### config.mk
export PLATFORM = sky130hd
export DESIGN_NAME = cgra_pkt_rx_dma_flat
export DESIGN_NICKNAME = d
export VERILOG_FILES = /design/src/rtl/cgra_pkt_rx_dma_if.sv /design/src/rtl/cgra_pkt_rx_dma.sv /design/src/flat_wrapper.sv
export SDC_FILE = /design/constraint.sdc
export NUM_CORES = 1
export LEC_CHECK = 0
export CAP_MARGIN = 25
export CORE_ASPECT_RATIO = 1.4
export CORE_MARGIN = 8
export CORE_UTILIZATION = 49
export DETAILED_ROUTE_END_ITERATION = 7
export GPL_ROUTABILITY_DRIVEN = 0
export HOLD_SLACK_MARGIN = 0.08
export MAX_ROUTING_LAYER = met4
export PLACE_DENSITY_LB_ADDON = 0.2
export SYNTH_ARGS = -nofsm -noshare
export SYNTH_HDL_FRONTEND = slang
export SYNTH_SLANG_ARGS = --single-unit
### constraint.sdc
create_clock -name clk -period 30.8 [get_ports clk]
set_input_delay 4.62 -clock clk [delete_from_list [all_inputs] [get_ports clk]]
set_output_delay 4.62 -clock clk [all_outputs]
set_load 0.03 [all_outputs]
### src/rtl/cgra_pkt_rx_dma_if.sv
// Handshake bundle between the RX DMA engine, its SRAM read port and the CGRA receive port.
interface cgra_pkt_rx_dma_if #(
  parameter int ADDR_W = 64,
  parameter int PKT_W  = 185
);
  logic              mem_req_val;
  logic              mem_req_rdy;
  logic [ADDR_W-1:0] mem_req_addr;
  logic              mem_rsp_val;
  logic [63:0]       mem_rsp_data;
  logic              send_val;
  logic              send_rdy;
  logic [PKT_W-1:0]  send_msg;

  modport master (
    output mem_req_val, mem_req_addr, send_val, send_msg,
    input  mem_req_rdy, mem_rsp_val, mem_rsp_data, send_rdy
  );

  modport slave (
    input  mem_req_val, mem_req_addr, send_val, send_msg,
    output mem_req_rdy, mem_rsp_val, mem_rsp_data, send_rdy
  );
endinterface

### src/rtl/cgra_pkt_rx_dma.sv
// Memory-to-CGRA DMA read engine: fetches 24-byte containers as 64-bit beats,
// reassembles them into CGRA packets and streams them out through a small FIFO.
module cgra_pkt_rx_dma #(
  parameter int ADDR_W        = 64,
  parameter int LEN_W         = 32,
  parameter int PKT_W         = 185,
  parameter int BEATS_PER_PKT = 3,
  parameter int FIFO_DEPTH    = 2
) (
  input  logic              clk,
  input  logic              reset,
  input  logic [ADDR_W-1:0] cfg_src,
  input  logic [LEN_W-1:0]  cfg_len,
  input  logic              cfg_start,
  output logic              stat_busy,
  output logic              stat_done,
  cgra_pkt_rx_dma_if.master bus
);
  localparam int PTR_W  = (FIFO_DEPTH > 1) ? $clog2(FIFO_DEPTH) : 1;
  localparam int CNT_W  = $clog2(FIFO_DEPTH + 1);
  localparam int BEAT_W = (BEATS_PER_PKT > 1) ? $clog2(BEATS_PER_PKT) : 1;
  localparam int PART_W = 64 * (BEATS_PER_PKT - 1);
  localparam logic [CNT_W-1:0]  FULL_CNT   = CNT_W'(FIFO_DEPTH);
  localparam logic [CNT_W-1:0]  ALMOST_CNT = CNT_W'(FIFO_DEPTH - 1);
  localparam logic [BEAT_W-1:0] LAST_BEAT  = BEAT_W'(BEATS_PER_PKT - 1);

  typedef enum logic [1:0] {S_IDLE, S_REQ, S_WAIT, S_DRAIN} state_t;

  state_t             r_state;
  state_t             w_state_next;
  logic [ADDR_W-1:0]  r_addr;
  logic [LEN_W-1:0]   r_len;
  logic [LEN_W-1:0]   r_fetched;
  logic [LEN_W-1:0]   w_fetched_inc;
  logic [BEAT_W-1:0]  r_beat;
  logic               r_pending;
  logic               r_done;
  logic [PART_W-1:0]  r_cont;

  logic [PKT_W-1:0]   r_mem [FIFO_DEPTH];
  logic [PTR_W-1:0]   r_wptr;
  logic [PTR_W-1:0]   r_rptr;
  logic [CNT_W-1:0]   r_count;

  logic w_start;
  logic w_req_fire;
  logic w_rsp_fire;
  logic w_push;
  logic w_pop;
  logic w_finish;
  logic w_slot_free;
  logic w_slot_after_push;
  logic [PTR_W-1:0] w_wptr_inc;
  logic [PTR_W-1:0] w_rptr_inc;

  assign w_pop             = (r_count != '0) && bus.send_rdy;
  assign w_fetched_inc     = r_fetched + LEN_W'(1);
  assign w_slot_free       = (r_count != FULL_CNT) || w_pop;
  assign w_slot_after_push = (r_count != ALMOST_CNT) || w_pop;
  assign w_wptr_inc        = (r_wptr == PTR_W'(FIFO_DEPTH - 1)) ? '0 : r_wptr + PTR_W'(1);
  assign w_rptr_inc        = (r_rptr == PTR_W'(FIFO_DEPTH - 1)) ? '0 : r_rptr + PTR_W'(1);
  assign w_finish          = (r_state == S_DRAIN) && (w_state_next == S_IDLE);

  assign bus.mem_req_val  = (r_state == S_REQ);
  assign bus.mem_req_addr = r_addr;
  assign bus.send_val     = (r_count != '0);
  assign bus.send_msg     = r_mem[r_rptr];
  assign stat_busy        = (r_state != S_IDLE);
  assign stat_done        = r_done;

  always_comb begin
    w_state_next = r_state;
    w_start      = 1'b0;
    w_req_fire   = 1'b0;
    w_rsp_fire   = 1'b0;
    w_push       = 1'b0;
    case (r_state)
      S_IDLE: begin
        if (cfg_start) begin
          w_start = 1'b1;
          if (cfg_len != '0) w_state_next = S_REQ;
        end
      end
      S_REQ: begin
        if (bus.mem_req_rdy) begin
          w_req_fire   = 1'b1;
          w_state_next = S_WAIT;
        end
      end
      S_WAIT: begin
        // Without an outstanding request we are parked waiting for a FIFO slot.
        if (!r_pending) begin
          if (w_slot_free) w_state_next = S_REQ;
        end else if (bus.mem_rsp_val) begin
          w_rsp_fire = 1'b1;
          if (r_beat != LAST_BEAT) begin
            w_state_next = S_REQ;
          end else begin
            w_push = 1'b1;
            if (w_fetched_inc == r_len)  w_state_next = S_DRAIN;
            else if (w_slot_after_push)  w_state_next = S_REQ;
          end
        end
      end
      S_DRAIN: begin
        if ((r_count == '0) || ((r_count == CNT_W'(1)) && w_pop)) w_state_next = S_IDLE;
      end
      default: w_state_next = S_IDLE;
    endcase
  end

  always_ff @(posedge clk) begin
    if (reset) begin
      r_state   <= S_IDLE;
      r_addr    <= '0;
      r_len     <= '0;
      r_fetched <= '0;
      r_beat    <= '0;
      r_pending <= 1'b0;
      r_done    <= 1'b0;
    end else begin
      r_state <= w_state_next;
      if (w_start) begin
        r_addr    <= cfg_src & ~ADDR_W'(7);
        r_len     <= cfg_len;
        r_fetched <= '0;
        r_beat    <= '0;
        r_done    <= (cfg_len == '0);
      end
      if (w_req_fire) r_pending <= 1'b1;
      if (w_rsp_fire) begin
        r_pending <= 1'b0;
        r_addr    <= r_addr + ADDR_W'(8);
        r_beat    <= (r_beat == LAST_BEAT) ? '0 : r_beat + BEAT_W'(1);
      end
      if (w_push)   r_fetched <= w_fetched_inc;
      if (w_finish) r_done    <= 1'b1;
    end
  end

  // The final beat goes straight into the FIFO together with the staged ones.
  always_ff @(posedge clk) begin
    for (int i = 0; i < BEATS_PER_PKT - 1; i++) begin
      if (w_rsp_fire && (r_beat == BEAT_W'(i))) r_cont[64*i +: 64] <= bus.mem_rsp_data;
    end
    if (w_push) r_mem[r_wptr] <= PKT_W'({bus.mem_rsp_data, r_cont});
  end

  always_ff @(posedge clk) begin
    if (reset) begin
      r_wptr  <= '0;
      r_rptr  <= '0;
      r_count <= '0;
    end else begin
      if (w_push) r_wptr <= w_wptr_inc;
      if (w_pop)  r_rptr <= w_rptr_inc;
      if (w_push && !w_pop)      r_count <= r_count + CNT_W'(1);
      else if (!w_push && w_pop) r_count <= r_count - CNT_W'(1);
    end
  end
endmodule
### src/flat_wrapper.sv
// flat-port wrapper written by rule: the top's interface ports become plain ports
module cgra_pkt_rx_dma_flat 
#(
  parameter int ADDR_W        = 64,
  parameter int LEN_W         = 32,
  parameter int PKT_W         = 185,
  parameter int BEATS_PER_PKT = 3,
  parameter int FIFO_DEPTH    = 2
)
  (clk, reset, cfg_src, cfg_len, cfg_start, stat_busy, stat_done, bus_mem_req_val, bus_mem_req_addr, bus_send_val, bus_send_msg, bus_mem_req_rdy, bus_mem_rsp_val, bus_mem_rsp_data, bus_send_rdy);
  cgra_pkt_rx_dma_if #(.ADDR_W(ADDR_W), .PKT_W(PKT_W)) bus_i ();
  input  logic clk;
  input  logic reset;
  input  logic [ADDR_W-1:0] cfg_src;
  input  logic [LEN_W-1:0] cfg_len;
  input  logic cfg_start;
  output logic stat_busy;
  output logic stat_done;
  output wire logic [$bits(bus_i.mem_req_val)-1:0] bus_mem_req_val;
  output wire logic [$bits(bus_i.mem_req_addr)-1:0] bus_mem_req_addr;
  output wire logic [$bits(bus_i.send_val)-1:0] bus_send_val;
  output wire logic [$bits(bus_i.send_msg)-1:0] bus_send_msg;
  input wire logic [$bits(bus_i.mem_req_rdy)-1:0] bus_mem_req_rdy;
  input wire logic [$bits(bus_i.mem_rsp_val)-1:0] bus_mem_rsp_val;
  input wire logic [$bits(bus_i.mem_rsp_data)-1:0] bus_mem_rsp_data;
  input wire logic [$bits(bus_i.send_rdy)-1:0] bus_send_rdy;
  assign bus_mem_req_val = bus_i.mem_req_val;
  assign bus_mem_req_addr = bus_i.mem_req_addr;
  assign bus_send_val = bus_i.send_val;
  assign bus_send_msg = bus_i.send_msg;
  assign bus_i.mem_req_rdy = bus_mem_req_rdy;
  assign bus_i.mem_rsp_val = bus_mem_rsp_val;
  assign bus_i.mem_rsp_data = bus_mem_rsp_data;
  assign bus_i.send_rdy = bus_send_rdy;
  cgra_pkt_rx_dma #(.ADDR_W(ADDR_W), .LEN_W(LEN_W), .PKT_W(PKT_W), .BEATS_PER_PKT(BEATS_PER_PKT), .FIFO_DEPTH(FIFO_DEPTH)) u_core (.clk(clk), .reset(reset), .cfg_src(cfg_src), .cfg_len(cfg_len), .cfg_start(cfg_start), .stat_busy(stat_busy), .stat_done(stat_done), .bus(bus_i));
endmodule
# == Word-level counts from Yosys, hierarchy flattened ==
# Memories as Yosys holds them, arrays and structs flattened. A register that Yosys moved wholly into a read port is not among the register bits.
# Index checks and enable logic that the tools add are counted.
# classes
n_addsub,7
n_eq_ne,10
mux,39
reduce_logical,25
# ops
op,n
64-bit two-way mux,2
64-bit by 4-bit adder with 64-bit output (second input constant),1
32-bit two-way mux,2
32-bit by 1-bit adder with 32-bit output (second input constant),1
32-bit == test,1
32-bit zero test,1
32-bit nonzero test,1
2-bit two-way mux,15
1-bit two-way mux,19
2-bit nonzero test,6
2-bit zero test,4
2-bit case mux with 4 select lines,1
1-bit logical AND,7
2-bit by 1-bit == test with 1-bit output (second input constant),3
2-bit == test (second input constant),3
2-bit by 1-bit adder with 2-bit output (second input constant),2
2-bit != test (second input constant),2
1-bit logical OR,3
1-bit adder (second input constant),2
1-bit zero test,2
2-bit by 1-bit != test with 1-bit output (second input constant),1
2-bit OR reduction,1
2-bit by 1-bit subtractor with 2-bit output (second input constant),1
# word_totals
regBits,266
ram_bits,370
input_bits,166
out_inout_bits,253
word_cells,94
memories,1
# memory_table
name,words,word_bits,read_ports,rd_clocked_by_memory_dff,wr,line,text
u_core.r_mem,2,185,1,1,1,cgra_pkt_rx_dma.sv:40,logic [PKT_W-1:0] r_mem [FIFO_DEPTH];

# == Depth between registers and ports, before layout ==
# logic_depth
depth_word,12
depth_mapped,11
mapped_depth_nobuf,9

# == Worst setup path before layout ==
# OpenSTA, ideal clock, no wires.
# synth_timing
path_kind,input to register
startpoint,in bus_mem_rsp_val
endpoint,"mem u_core.r_mem[0][0], enable pin"
setup_time_ns,0.734
arrival_ns,13.005
setup_slack_ns,17.061
cell_stages,5
path_buffers,2
cell_sequence,and4b_1 -> nand2_1 -> clkbuf_1 -> clkbuf_1 -> nor2_1
# synth_between
elab_chain_len,5
# synth_lines
item,line,text
start: declaration,flat_wrapper.sv:24,input wire logic [$bits(bus_i.mem_rsp_val)-1:0] bus_mem_rsp_val;
1-bit two-way mux,cgra_pkt_rx_dma.sv:94,end else if (bus.mem_rsp_val) begin
1-bit two-way mux,cgra_pkt_rx_dma.sv:92,if (!r_pending) begin
1-bit two-way mux,cgra_pkt_rx_dma.sv:77,case (r_state)
1-bit two-way mux,cgra_pkt_rx_dma.sv:146,"if (w_push) r_mem[r_wptr] <= PKT_W'({bus.mem_rsp_data, r_cont});"
1-bit two-way mux (implied by the code),cgra_pkt_rx_dma.sv:146,
end: declaration,cgra_pkt_rx_dma.sv:40,
# Every way passes these cells.

# == Worst setup path in the final report ==
# Ends and elaborated chain as after synthesis.

==> implementation parameters <==
Parameter                              Value

Power and ir drop
  Static power due to leakage ... ~0.010 uW
  Maximum ir drop on the vdd rail ... between 30 and 40 uV
  Pwr/cell area ... between 50 and 60 nW/um^2

Min path
  Path type of the worst min-delay path ... register to register
  Worst Hold Depth ... 0

Worst setup path
  Endpoint required time on the critical path ... 31.03 ns
  Delay of the slowest critical-path stage ... 0.78 ns
  Count of cell instances traversed by the critical path ... 10
  Length in cells of the worst reg-to-reg path ... 9
  Sort of element at the end of the critical path ... register
  Largest fanout on the critical path ... 70
  Worst EP arrival ... about 8.4 ns
  Worst path top cell family by delay ... buffers and inverters
  Worst setup path category ... primary input to register
  Cell mode on critical path ... buf_4
  Kind of start point of the critical path ... primary input
  Slowest stage cell, crit path ... buf_4
  CP cell instances ... clkdlybuf4s50_1 -> and4b_1 -> buf_4 -> nand2_1 -> buf_4 -> nor2_4 -> buf_4 -> buf_4 -> buf_4 -> buf_16
  Buffers & Inverters on Critical Path ... 7

STA
  Final hold viol count ... 0
  Pins over their slew limit ... 0
  Clk_skew ... around 0.021 ns
  Clock period minus worst slack ... between 8 and 9 ns
  Slew at the pin closest to its max-slew limit ... ~1.1 ns
  Fmax ... between 100 and 150 MHz
  Total negative slack for setup checks ... 0 ns
  Max-slew headroom ... 0.231
  Setup repair after global routing missed its margin ... no
  Period utilization ... 0.266
  Final setup violation count ... 0

Floorplan
  Initial standard-cell utilization of the core ... 0.492
  Num ports ... 419
  Row count ... 98
  Overall die width ... between 200 and 250 um
  Y dimension of the die ... 283 um
  Die outline area ... slightly below 60000 sq um
  Area of the placeable core ... slightly above 50000 sq um

Global routing
  Number of antenna violations at the first check in global routing ... 6
  Via count of the first global-routing pass ... ~16000
  Grt ovf ... 0
  Maximum number of pins on one net before global-route repair ... between 150 and 200
  Overall track demand over capacity in global routing ... 0.225
  Global-route wire length before repair ... 98.0 mm

Drt
  DRC violation count after routing ... 0
  Via density per instance ... 5.67
  Total Wirelength ... roughly 66 mm
  First DRT Iteration DRCs ... approximately 1000
  Antenna violation net count after detailed routing ... 0
  Post-DR wirelength/cell ... between 20 and 25 um
  Count of vias placed by the detailed router ... between 15000 and 20000
  Number of detailed-route iterations in the first pass ... 5

Synthesis
  Count of yosys warnings during synthesis ... 0
  Number of standard cells after synthesis ... 1782
  Dominant cell type by area after synthesis ... edfxtp_1
  Mux cell area share after synthesis ... 0.0861
  Post-synth EDFFs ... 498
  Area share of fa/ha/maj cells after synthesis ... 0.00301
  Main combinational cell family by area after synthesis ... simple AND/OR/NAND/NOR gates
  Avg Cell Area, Syn ... roughly 14 sq um
  Post-synth top area share ... 0.600
  Top flip-flop cell by instance count after synthesis ... edfxtp_1
  Synth Area in Simple Gates ... 0.0987
  Total standard cell area after synthesis ... 24900 sq um
  Post-synthesis sequential area ratio ... 0.710
  Leading post-synthesis cells by cell area ... edfxtp_1, dfxtp_1, mux2_2
  Share of flip-flops with an asynchronous set or reset after synthesis ... 0
  Synthesized-area fraction occupied by xor and xnor cells ... 0.0161
  FF+latch count, synth ... 634
  Compound-cell area share of the yosys netlist ... 0.0695
  Number of distinct library cells after synthesis ... between 60 and 70

Clock tree
  Hold-fix buffers, CTS ... 0
  Cts bufs inserted ... 56
  Maximum clock insertion buffer count ... 3
  Number of setup buffers added after CTS ... 0
  Deepest level of the CTS H-tree ... 2
  CTS clock-pin slew for the worst setup and hold paths ... roughly 0.060 ns
  Clock Tree Root ... clkbuf_16
  TritonCTS clock tree ... done
  Clock insertion delay at the later pin of the skew report ... 0.59 ns
  Number of sinks on the clock net ... 634
  Total of cells resized after clock tree synthesis ... 0

Outcome
  Outcome ... finished clean

Cells and area
  Share of post-route cells with drive strength above 1 ... 0.141
  Utilization after layout ... 0.625
  Final net count ... 2358
  P&R area growth vs syn ... 27.2%

Run
  Maximum Capacitance Violations ... 0

Placement
  Post-detail-place hpwl ... ~45 mm
  PortBufs ... roughly 410
[metrics by stage]
| step | instance area, sq um | power [uW] | hold slack [ns] | setup WS, ns | cells |
|---|---|---|---|---|---|
| 2_1_floorplan | 24900 | 997 | 0.421 | 17.06 | 1784 |
| 3_3_place_gp | 29700 | 1050 | 0.422 | 21.73 | 2774 |
| 3_5_place_dp | 29700 | 1050 | 0.430 | 21.65 | 2774 |
| 4_1_cts | 31600 | 1770 | 0.441 | 22.26 | 2875 |
| 5_1_grt | 31700 | 1810 | 0.448 | 22.38 | 2885 |
| 6_report | 31700 | 1760 | 0.440 | 22.60 | 2885 |
[report_power, final]
| part | switching (uW) | total, uW | leakage, uW | internal (uW) |
|---|---|---|---|---|
| Sequential | 12.3 | 937 | 0.00559 | 925 |
| Clock | 299 | 721 | 0.000915 | 422 |
| Combinational | 53.9 | 97.3 | 0.00378 | 43.4 |
[path summary, 6_finish.rpt]
kind                                start                       endpoint  slack [ns]
max                       bus_mem_rsp_val   u_core.r_mem[0][0]$_DFFE_PP_       22.60
min reg2reg   u_core.r_cont[83]$_DFFE_PP_  u_core.r_mem[0][83]$_DFFE_PP_        0.44
max reg2reg  u_core.r_state[1]$_SDFF_PP0_   u_core.r_mem[0][0]$_DFFE_PP_       26.61
min           u_core.r_cont[83]$_DFFE_PP_  u_core.r_mem[0][83]$_DFFE_PP_        0.44
[logic make-up (layout without fill, tap and decap cells)]
group / Yosys count / count (layout)
AND/OR/NAND/NOR: 508 / 508
adder cells (fa/ha/maj): 6 / 6
XOR/XNOR: 45 / 45
other: 1 / 9
flip-flops: 634 / 634
AO/OA/AOI/OAI: 292 / 292
buffers and inverters: 105 / 550
multiplexers: 191 / 191
[Yosys cell counts (all sizes together) (6+ instances only)]
cell,n
nor4,29
a22oi,10
and2,10
and4,13
a211oi,8
a31oi,16
xor2,21
xnor2,24
nor2,109
inv,12
nand3,42
buf,15
nor3,52
clkbuf,78
o21ai,73
a21oi,129
ha,6
dfxtp,136
a221oi,8
nand2,172
mux2,186
or3,9
edfxtp,498
a311oi,14
nor2b,8
nand4,22
and3,17
[routing by layer]
metal,wire (um),up-vias,global-route usage
met5,0,-,-
met4,2920,0,0.100
met3,4160,144,0.0371
met2,33700,644,0.383
met1,25000,8038,0.260
li1,-,7546,-
[final cells by class]
cell class | count | area, sq um
clock buffer | 69 | 1470
sequential | 634 | 17700
multi-input combinational | 1045 | 6850
tap | 650 | 813
fill | 3865 | 19000
clock inverter | 32 | 422
antenna | 6 | 15.0
timing repair buffer | 437 | 4370
inverter | 12 | 45.0
[layout by cell type (no fill, tap or decap), types with 22 or more instances in the layout]
cell,instances
edfxtp_1,498
clkdlybuf4s50_1,411
mux2_2,186
nand2_1,171
dfxtp_1,135
a21oi_1,129
nor2_1,107
o21ai_0,73
clkbuf_16,56
nor3_1,51
nand3_1,41
nor4_1,29
xnor2_1,23
nand4_1,22
[state kept, by name (all words and copies together), names as in the netlist, named ones only]
register / count
u_core.bus.mem_req_addr: 61
u_core.r_rptr: 1
u_core.r_beat: 2
u_core.stat_done: 1
u_core.r_fetched: 32
u_core.r_state: 2
u_core.r_cont: 128
u_core.r_len: 32
u_core.r_pending: 1
u_core.r_mem: 370
u_core.r_count: 2
u_core.r_wptr: 1
No activity file was read; power rests on OpenSTA's default activity.
